$ cat src/rtl/mc_alu_pkg.sv
// Shared opcode and FSM state encodings for the multi-cycle ALU and its multiplier.
package mc_alu_pkg;

    typedef enum logic [2:0] {
        OP_ADD = 3'b000,
        OP_SUB = 3'b001,
        OP_AND = 3'b010,
        OP_XOR = 3'b011,
        OP_SHL = 3'b100,
        OP_SHR = 3'b101,
        OP_MUL = 3'b110,
        OP_NOP = 3'b111
    } op_t;

    typedef enum logic [1:0] {
        S_IDLE  = 2'd0,
        S_MUL   = 2'd1,
        S_WB_LO = 2'd2,
        S_WB_HI = 2'd3
    } state_t;

    localparam int MUL_STEPS = 8;

endpackage

$ cat src/rtl/mc_alu_mul.sv
// Shift-add 8x8 unsigned multiplier: one multiplier bit consumed per step.
module mc_alu_mul
    import mc_alu_pkg::*;
(
    input  logic        clk,
    input  logic        reset,
    input  logic        load,
    input  logic        step,
    input  logic [7:0]  a,
    input  logic [7:0]  b,
    output logic [15:0] product,
    output logic        last
);

    logic [15:0] acc_reg;
    logic [15:0] mcand_reg;
    logic [7:0]  mplier_reg;
    logic [2:0]  cnt_reg;

    always_ff @(posedge clk) begin
        if (reset) begin
            acc_reg    <= '0;
            mcand_reg  <= '0;
            mplier_reg <= '0;
            cnt_reg    <= '0;
        end else if (load) begin
            acc_reg    <= '0;
            mcand_reg  <= {8'h00, a};
            mplier_reg <= b;
            cnt_reg    <= '0;
        end else if (step) begin
            if (mplier_reg[0])
                acc_reg <= acc_reg + mcand_reg;
            mcand_reg  <= {mcand_reg[14:0], 1'b0};
            mplier_reg <= {1'b0, mplier_reg[7:1]};
            cnt_reg    <= cnt_reg + 3'd1;
        end
    end

    assign product = acc_reg;
    assign last    = (cnt_reg == 3'(MUL_STEPS - 1));

endmodule

$ cat src/rtl/mc_alu.sv
// Multi-cycle 8-bit ALU writing results back into a register file; MUL writes
// the low byte to dst and the high byte to dst+1.
module mc_alu
    import mc_alu_pkg::*;
#(
    parameter int pw = 2
) (
    input  logic        clk,
    input  logic        reset,
    input  logic        start,
    input  logic [2:0]  op,
    input  logic [7:0]  a_in,
    input  logic [7:0]  b_in,
    input  logic [pw:0] dst_addr,
    output logic        busy,
    output logic        done,
    output logic        wr_en,
    output logic [pw:0] wr_addr,
    output logic [7:0]  wr_dat,
    output logic        carry,
    output logic        zero
);

    state_t      state_reg, state_next;
    op_t         op_reg;
    logic [pw:0] dst_reg;
    logic [7:0]  res_reg;
    logic        carry_reg, zero_reg;

    logic        accept;
    logic        mul_step;
    logic        mul_last;
    logic [15:0] product;
    logic [8:0]  alu_res;

    assign accept = (state_reg == S_IDLE) && start;

    mc_alu_mul u_mul (
        .clk     (clk),
        .reset   (reset),
        .load    (accept),
        .step    (mul_step),
        .a       (a_in),
        .b       (b_in),
        .product (product),
        .last    (mul_last)
    );

    // Bit 8 carries the carry/borrow flag of the single-cycle ops.
    always_comb begin
        alu_res = '0;
        case (op_t'(op))
            OP_ADD:  alu_res = {1'b0, a_in} + {1'b0, b_in};
            OP_SUB:  alu_res = {1'b0, a_in} - {1'b0, b_in};
            OP_AND:  alu_res = {1'b0, a_in & b_in};
            OP_XOR:  alu_res = {1'b0, a_in ^ b_in};
            OP_SHL:  alu_res = {a_in[7], a_in[6:0], 1'b0};
            OP_SHR:  alu_res = {a_in[0], 1'b0, a_in[7:1]};
            default: alu_res = '0;
        endcase
    end

    always_ff @(posedge clk) begin
        if (reset) begin
            state_reg <= S_IDLE;
            op_reg    <= OP_ADD;
            dst_reg   <= '0;
            res_reg   <= '0;
            carry_reg <= 1'b0;
            zero_reg  <= 1'b0;
        end else begin
            state_reg <= state_next;
            // Single-cycle flags are registered on accept so they are visible in the done cycle.
            if (accept) begin
                op_reg  <= op_t'(op);
                dst_reg <= dst_addr;
                res_reg <= alu_res[7:0];
                if (op_t'(op) != OP_MUL && op_t'(op) != OP_NOP) begin
                    carry_reg <= alu_res[8];
                    zero_reg  <= (alu_res[7:0] == 8'h00);
                end
            end
            if (state_reg == S_WB_LO && op_reg == OP_MUL) begin
                carry_reg <= |product[15:8];
                zero_reg  <= (product == 16'h0000);
            end
        end
    end

    always_comb begin
        state_next = state_reg;
        mul_step   = 1'b0;
        done       = 1'b0;
        wr_en      = 1'b0;
        wr_addr    = '0;
        wr_dat     = '0;
        case (state_reg)
            S_IDLE: begin
                if (start)
                    state_next = (op_t'(op) == OP_MUL) ? S_MUL : S_WB_LO;
            end
            S_MUL: begin
                mul_step = 1'b1;
                if (mul_last)
                    state_next = S_WB_LO;
            end
            S_WB_LO: begin
                state_next = (op_reg == OP_MUL) ? S_WB_HI : S_IDLE;
                done       = (op_reg != OP_MUL);
                if (op_reg != OP_NOP) begin
                    wr_en   = 1'b1;
                    wr_addr = dst_reg;
                    wr_dat  = (op_reg == OP_MUL) ? product[7:0] : res_reg;
                end
            end
            S_WB_HI: begin
                state_next = S_IDLE;
                done       = 1'b1;
                wr_en      = 1'b1;
                wr_addr    = dst_reg + (pw+1)'(1);
                wr_dat     = product[15:8];
            end
            default: state_next = S_IDLE;
        endcase
    end

    assign busy  = (state_reg != S_IDLE);
    assign carry = carry_reg;
    assign zero  = zero_reg;

endmodule

$ cat config.mk
export PLATFORM = sky130hd
export DESIGN_NAME = mc_alu
export DESIGN_NICKNAME = d
export VERILOG_FILES = /design/src/rtl/mc_alu_pkg.sv /design/src/rtl/mc_alu_mul.sv /design/src/rtl/mc_alu.sv
export SDC_FILE = /design/constraint.sdc
export NUM_CORES = 1
export LEC_CHECK = 0
export ABC_AREA = 1
export ABC_CLOCK_PERIOD_IN_PS = 4690
export CAP_MARGIN = 20
export CORE_MARGIN = 5
export CORE_UTILIZATION = 55
export CTS_BUF_LIST = sky130_fd_sc_hd__clkbuf_4 sky130_fd_sc_hd__clkbuf_8
export DETAILED_ROUTE_END_ITERATION = 12
export GPL_TIMING_DRIVEN = 0
export PLACE_DENSITY = 0.76
export REMOVE_ABC_BUFFERS = 1
export SETUP_SLACK_MARGIN = 0.5
export SYNTH_ARGS = -nofsm -noshare
export SYNTH_HDL_FRONTEND = slang
export SYNTH_SLANG_ARGS = --single-unit
$ cat constraint.sdc
create_clock -name clk -period 4.69 [get_ports clk]
set_input_delay 0.469 -clock clk [delete_from_list [all_inputs] [get_ports clk]]
set_output_delay 0.469 -clock clk [all_outputs]
set_load 0.01 [all_outputs]
==> results of run 1 <==
layer usage:
| layer | vias up | wire, µm | GRT usage |
|---|---|---|---|
| li1 | 2262 | - | - |
| met1 | 2053 | 5234 | 0.3121 |
| met2 | 157 | 5475 | 0.4044 |
| met3 | 27 | 804 | 0.04769 |
| met4 | 0 | 330 | 0.1040 |
| met5 | - | 0 | 0 |
critical path, delay by kind of cell:
kind / cells / cell delay (ns)
buf+inv: 5 / 1.20
simple gates: 9 / 1.03
compound gates: 2 / 0.47
fa+ha+maj: 1 / 0.34
xor+xnor: 1 / 0.13
synth_stat cells, types with 10 or more instances:
| cell | instances | share of area |
|---|---|---|
| dfxtp_1 | 61 | 0.28 |
| inv_1 | 94 | 0.081 |
| clkbuf_1 | 12 | 0.010 |
| ha_1 | 35 | 0.10 |
| nand4_1 | 17 | 0.024 |
| nand2_1 | 155 | 0.13 |
| xor2_1 | 10 | 0.020 |
| o21ai_0 | 47 | 0.054 |
| nand3_1 | 53 | 0.061 |
| nor2_1 | 47 | 0.040 |
| a21oi_1 | 44 | 0.050 |
cells by family after synthesis:
group / synth area share
xor gates and xnor gates: 0.03209
and+or+nand+nor: 0.3000
AOI/OAI and AO/OA: 0.1713
DFF: 0.2797
buffers and inverters: 0.1074
adders and majority gates: 0.1095
worst min path at each step:
stage | slack (ns) | start | endpoint | cells past startpoint
6_report | 0.47 | u_mul.cnt_reg[2] | u_mul.cnt_reg[2] | 2
5_1_grt | 0.50 | u_mul.cnt_reg[2] | u_mul.cnt_reg[2] | 2
4_1_cts | 0.47 | u_mul.cnt_reg[2] | u_mul.cnt_reg[2] | 2
3_5_place_dp | 0.46 | u_mul.cnt_reg[2] | u_mul.cnt_reg[2] | 2
3_3_place_gp | 0.45 | u_mul.cnt_reg[2] | u_mul.cnt_reg[2] | 2
2_1_floorplan | 0.44 | u_mul.mplier_reg[0] | u_mul.mplier_reg[0] | 2
metrics by stage:
step           hold WS, ns  std cells
2_1_floorplan       0.4441        641
3_3_place_gp        0.4528        783
3_5_place_dp        0.4616        783
4_1_cts             0.4727        799
5_1_grt             0.5033        799
6_report            0.4701        799
power by group through the flow:
stage               combinational [mW]  clock (mW)  sequential, mW
finish                           0.293       0.482           0.558
global route                     0.330       0.510           0.560
CTS                              0.291       0.485           0.558
detailed placement               0.290           0           0.570
global placement                 0.286           0           0.569
floorplan                        0.187           0           0.565
area by class of cell:
| cell class | count | share of cell area |
|---|---|---|
| Clock buffer | 12 | 0.03055 |
| Clock inverter | 4 | 0.009514 |
| Inverter | 99 | 0.07436 |
| Multi-Input combinational cell | 481 | 0.5356 |
| Sequential cell | 61 | 0.2444 |
| Tap cell | 102 | 0.02554 |
| Timing Repair Buffer | 40 | 0.08012 |
==> reports/qor.yml, run 1 <==
status: "completed"
drt_first_pass_iters: 5
startpoint: "op[2]"
fin_crit_sh: 0.7369
die_w_um: 99.11
wl_per_cell_um: 14.82
syn_avg_cell_area_um2: 6.606
overflow: 0
reg2reg_depth: 7
total_power_mw: 1.333
cts.sinks: 61
drtIter0Drc: 235
n_antenna_cell: 0
synth_area_mm2: 0.004367
r2r_slack_ns: 1.70
cp.required_ns: 4.89
fin_crit_ns: 3.456
drive_gt1_frac: 0.04448
final_common_cell: "nand2_1"
r2r-start: "state_reg[0]"
clkLatencyLatePin_ns: 0.35
hold_path.class: "reg2reg"
setup-tns-final_ns: 0
crit_fanout: 13
regArea_mm2: 0.001221
clk_pin_slew_worst_paths_ns: 0.07
ys_seq_area_frac: 0.2797
vias: 4499
p_per_area_mw_per_mm2: 266.7
synthCells: 661
die_area_mm2: 0.009822
initial_utilization: 0.5651
io_pins: 41
die_y_um: 99.11
rows: 32
clockBufferDepth: 2
cellLeakagePower_nw: 2.309
grt_pass1_vias: 4215
synth_seq_cells: 61
power_frac_comb: 0.220
rr_endpoint: "u_mul.product[6]"
synth_ff_type: "dfxtp_1"
final.setup_skew_ns: 0.01024
slew_headroom: 0.2871
n_fill_cell: 740
slowest_delay_ns: 0.73
nets: 754
arrival_ns: 3.65
synthArstFlopShare: 0
p_sw_frac: 0.3081
cts_tree: "yes"
wl_um: 11850
grt_max_degree: 28
detail-route-antenna-nets: 0
setup_viol: 0
final_core_util: 0.6467
final_cell_mix: "155 x nand2_1, 94 x inv_1, 61 x dfxtp_1"
startpoint_type: "input port"
hold_violations: 0
yosysWarnings: 0
synth_cell_types: 41
cts_resized: 0
rsz0062_at_grt: "no"
p_int_uw: 922.2
vias_per_cell: 5.631
numCtsBuffers: 9
synth_edf_count: 0
htree_levels: 3
place_congestion: 0.9221
antenna_found_initial: 0
final_area_mm2: 0.004997
placed_area_mm2: 0.004797
drv_cap: 0
worstSetupEndpointType: "flip-flop"
vdd.ir_drop.worst_mv: 0.1591
crit_end: "zero"
grt_pass1_wl_um: 19640
crit_top_cell: "nand2_1"
fmax_ghz: 0.2894
clkPwrFrac: 0.361
grtUsageTotal: 0.2451
netSwitchingPower_uw: 410.7
seqPwrFrac: 0.419
dp_slack_ns: 0.9563
core_area_mm2: 0.007727
syn_to_final_growth_pct: 14.44
io_buffers: 40
post-dp-hpwl_um: 9370
finalMaxSlewViolations: 0
root_buffer: "clkbuf_8"
crit_chain: "clkdlybuf4s50_1 -> inv_1 -> nand3_2 -> inv_1 -> or2_2 -> xor2_1 -> inv_1 -> ha_1 -> nand2_1 -> nand2_1 -> inv_1 -> nand2_1 -> nand2_1 -> nand2_1 -> o21ai_0 -> nor3_1 -> nand4_1 -> a21oi_1"
drc_errors: 0
multi_input_area_mm2: 0.002676
crit_path_top_delay_cell: "clkdlybuf4s50_1"
cts_setup_buffers: 0
critical_path_class: "in2reg"
tightest_slew_ns: 1.068
fin_ws_ns: 1.234
postCtsHoldBufs: 0
Note: power is estimated with default switching activity, not from simulation.
==> run 2: changes to the inputs <==
- ABC_CLOCK_PERIOD_IN_PS: 4690 -> 3600
- clock period: 4.69 -> 3.6 ns (I/O delays scaled with it)
==> reports/qor.yml, run 2 (same netlist as run 1, synthesis figures left out) <==
status: "completed"
fin_crit_sh: 0.7828
worstHoldStart: "u_mul.cnt_reg[2]"
cts.sinks: 61  # unchanged
core_area_mm2: 0.007727  # unchanged
nets: 754  # unchanged
clkPwrFrac: 0.362  # about the same
netSwitchingPower_uw: 537.9  # +31%
grt_max_degree: 28  # unchanged
die_y_um: 99.11  # unchanged
p_int_mw: 1.202  # +30%
vdd.ir_drop.worst_mv: 0.2073  # +30%
drtIter0Drc: 260  # +11%
clk_pin_slew_worst_paths_ns: 0.07  # about the same
antenna_found_initial: 0  # unchanged
final_common_cell: "nand2_1"
tightest_slew_ns: 0.8570  # -0.2112 ns
grt_pass1_wl_um: 19620  # about the same
cts_setup_buffers: 0  # unchanged
hold_path.class: "reg2reg"
vias: 4504  # +0.11%
numCtsBuffers: 9  # unchanged
critical_path_class: "in2reg"
fmax_ghz: 0.3548
power_frac_comb: 0.220  # about the same
rows: 32  # unchanged
fin_crit_ns: 2.818
io_pins: 41  # unchanged
arrival_ns: 3.08  # -0.57 ns
startpoint: "b_in[0]"
multi_input_area_mm2: 0.002684  # +0.28%
post-dp-hpwl_um: 9370  # unchanged
place_congestion: 0.9221  # unchanged
wl_um: 11870  # +0.21%
setup_viol: 0  # unchanged
drc_errors: 0  # unchanged
final_cell_mix: "155 x nand2_1, 94 x inv_1, 61 x dfxtp_1"
drt_first_pass_iters: 5  # unchanged
wl_per_cell_um: 14.86  # +0.21%
crit_fanout: 6  # -7
slew_headroom: 0.4265  # +0.1395
startpoint_type: "input port"
cts_tree: "yes"
hold_ws_ns: 0.4701  # +0.00004700 ns
finalMaxSlewViolations: 0  # unchanged
rsz0062_at_grt: "no"
detail-route-antenna-nets: 0  # unchanged
grt_pass1_vias: 4217  # +0.047%
worstSetupEndpointType: "flip-flop"
hold_violations: 0  # unchanged
n_antenna_cell: 0  # unchanged
total_power_mw: 1.739  # +30%
regArea_mm2: 0.001221  # unchanged
seqPwrFrac: 0.418  # about the same
die_area_mm2: 0.009822  # unchanged
p_per_area_mw_per_mm2: 347.5  # +30%
cp.required_ns: 3.87  # -1.02 ns
final.setup_skew_ns: 0.009290  # -0.0009529 ns
syn_to_final_growth_pct: 14.61
die_w_um: 99.11  # unchanged
initial_utilization: 0.5651  # unchanged
n_fill_cell: 742  # +0.27%
root_buffer: "clkbuf_8"
htree_levels: 3  # unchanged
clockBufferDepth: 2  # unchanged
drv_cap: 0  # unchanged
grtUsageTotal: 0.2450  # about the same
r2r-start: "state_reg[1]"
clkLatencyLatePin_ns: 0.35  # about the same
vias_per_cell: 5.637  # +0.11%
cellLeakagePower_nw: 2.327  # +0.75%
io_buffers: 40  # unchanged
p_sw_frac: 0.3092  # +0.001090
drive_gt1_frac: 0.04735  # +0.002869
overflow: 0  # unchanged
run 2: changes by cell type in the layout (fill, tap and decap cells not counted), moves of 2 or more:
cell,before,now
o21ai_0,47,45
o21ai_1,0,2
clkdlybuf4s50_1,40,37
dlymetal6s2s_1,0,2
run 2: worst paths after layout:
kind | end | slack (ns) | depth (start not counted)
max | zero | 0.78 | 18
min | u_mul.cnt_reg[2] | 0.47 | 2
max reg2reg | u_mul.mcand_reg[0] | 0.99 | 6
min reg2reg | u_mul.cnt_reg[2] | 0.47 | 2
run 2: repair_timing:
| action | 4_1_cts | 5_1_grt |
|---|---|---|
| resized for setup | 2 | 7 |
| endpoints found under the setup margin | 2 | 18 |
| hold buffers | 0 | 0 |
| cloned | 0 | 0 |
run 2: area by class of cell:
class / instances / share of cell area
Timing Repair Buffer: 40 / 0.08000
Sequential cell: 61 / 0.2440
Clock buffer: 12 / 0.03050
Multi-Input combinational cell: 481 / 0.5362
Tap cell: 102 / 0.02550
Clock inverter: 4 / 0.009500
Inverter: 99 / 0.07425
run 2: worst max-delay path, cell delays in order:
cell and delay, ns:
clkdlybuf4s50_1 0.60, inv_1 0.07, ha_1 0.23, or2_2 0.31, xor2_1 0.17, ha_2 0.40
nand2_1 0.07, nand2_1 0.08, inv_1 0.06, nand2_1 0.07, nand3_1 0.09, nand2_1 0.07
nand2_1 0.04, nand3_1 0.08, nand2_1 0.07, inv_1 0.09, nand4_1 0.09, a21oi_1 0.14
run 2: layer usage:
layer	part of all wire	global-route usage	wire, µm	vias to the layer above
li1	-	-	-	2262
met1	0.44	0.3116	5265	2059
met2	0.46	0.4044	5454	155
met3	0.069	0.04769	817	28
met4	0.028	0.1040	334	0
met5	0	0	0	-
run 2: power groups by stage:
stage               combinational (mW)  sequential (mW)  clock (mW)
global placement                 0.373            0.741           0
global route                     0.430            0.730       0.665
finish                           0.382            0.728       0.630
detailed placement               0.377            0.742           0
CTS                              0.380            0.727       0.631
floorplan                        0.244            0.736           0
run 2: per-stage QoR:
| stage | setup WS (ns) | cells | TNS, ns | utilization | cell area (µm²) |
|---|---|---|---|---|---|
| CTS | 0.6012 | 799 | 0 | 0.6465 | 4996 |
| finish | 0.7818 | 799 | 0 | 0.6477 | 5005 |
| global placement | -0.008646 | 783 | -0.008646 | 0.6208 | 4797 |
| global route | 0.5139 | 799 | 0 | 0.6477 | 5005 |
| detailed placement | -0.02466 | 783 | -0.02466 | 0.6208 | 4797 |
| floorplan | 1.324 | 641 | 0 | - | 4269 |
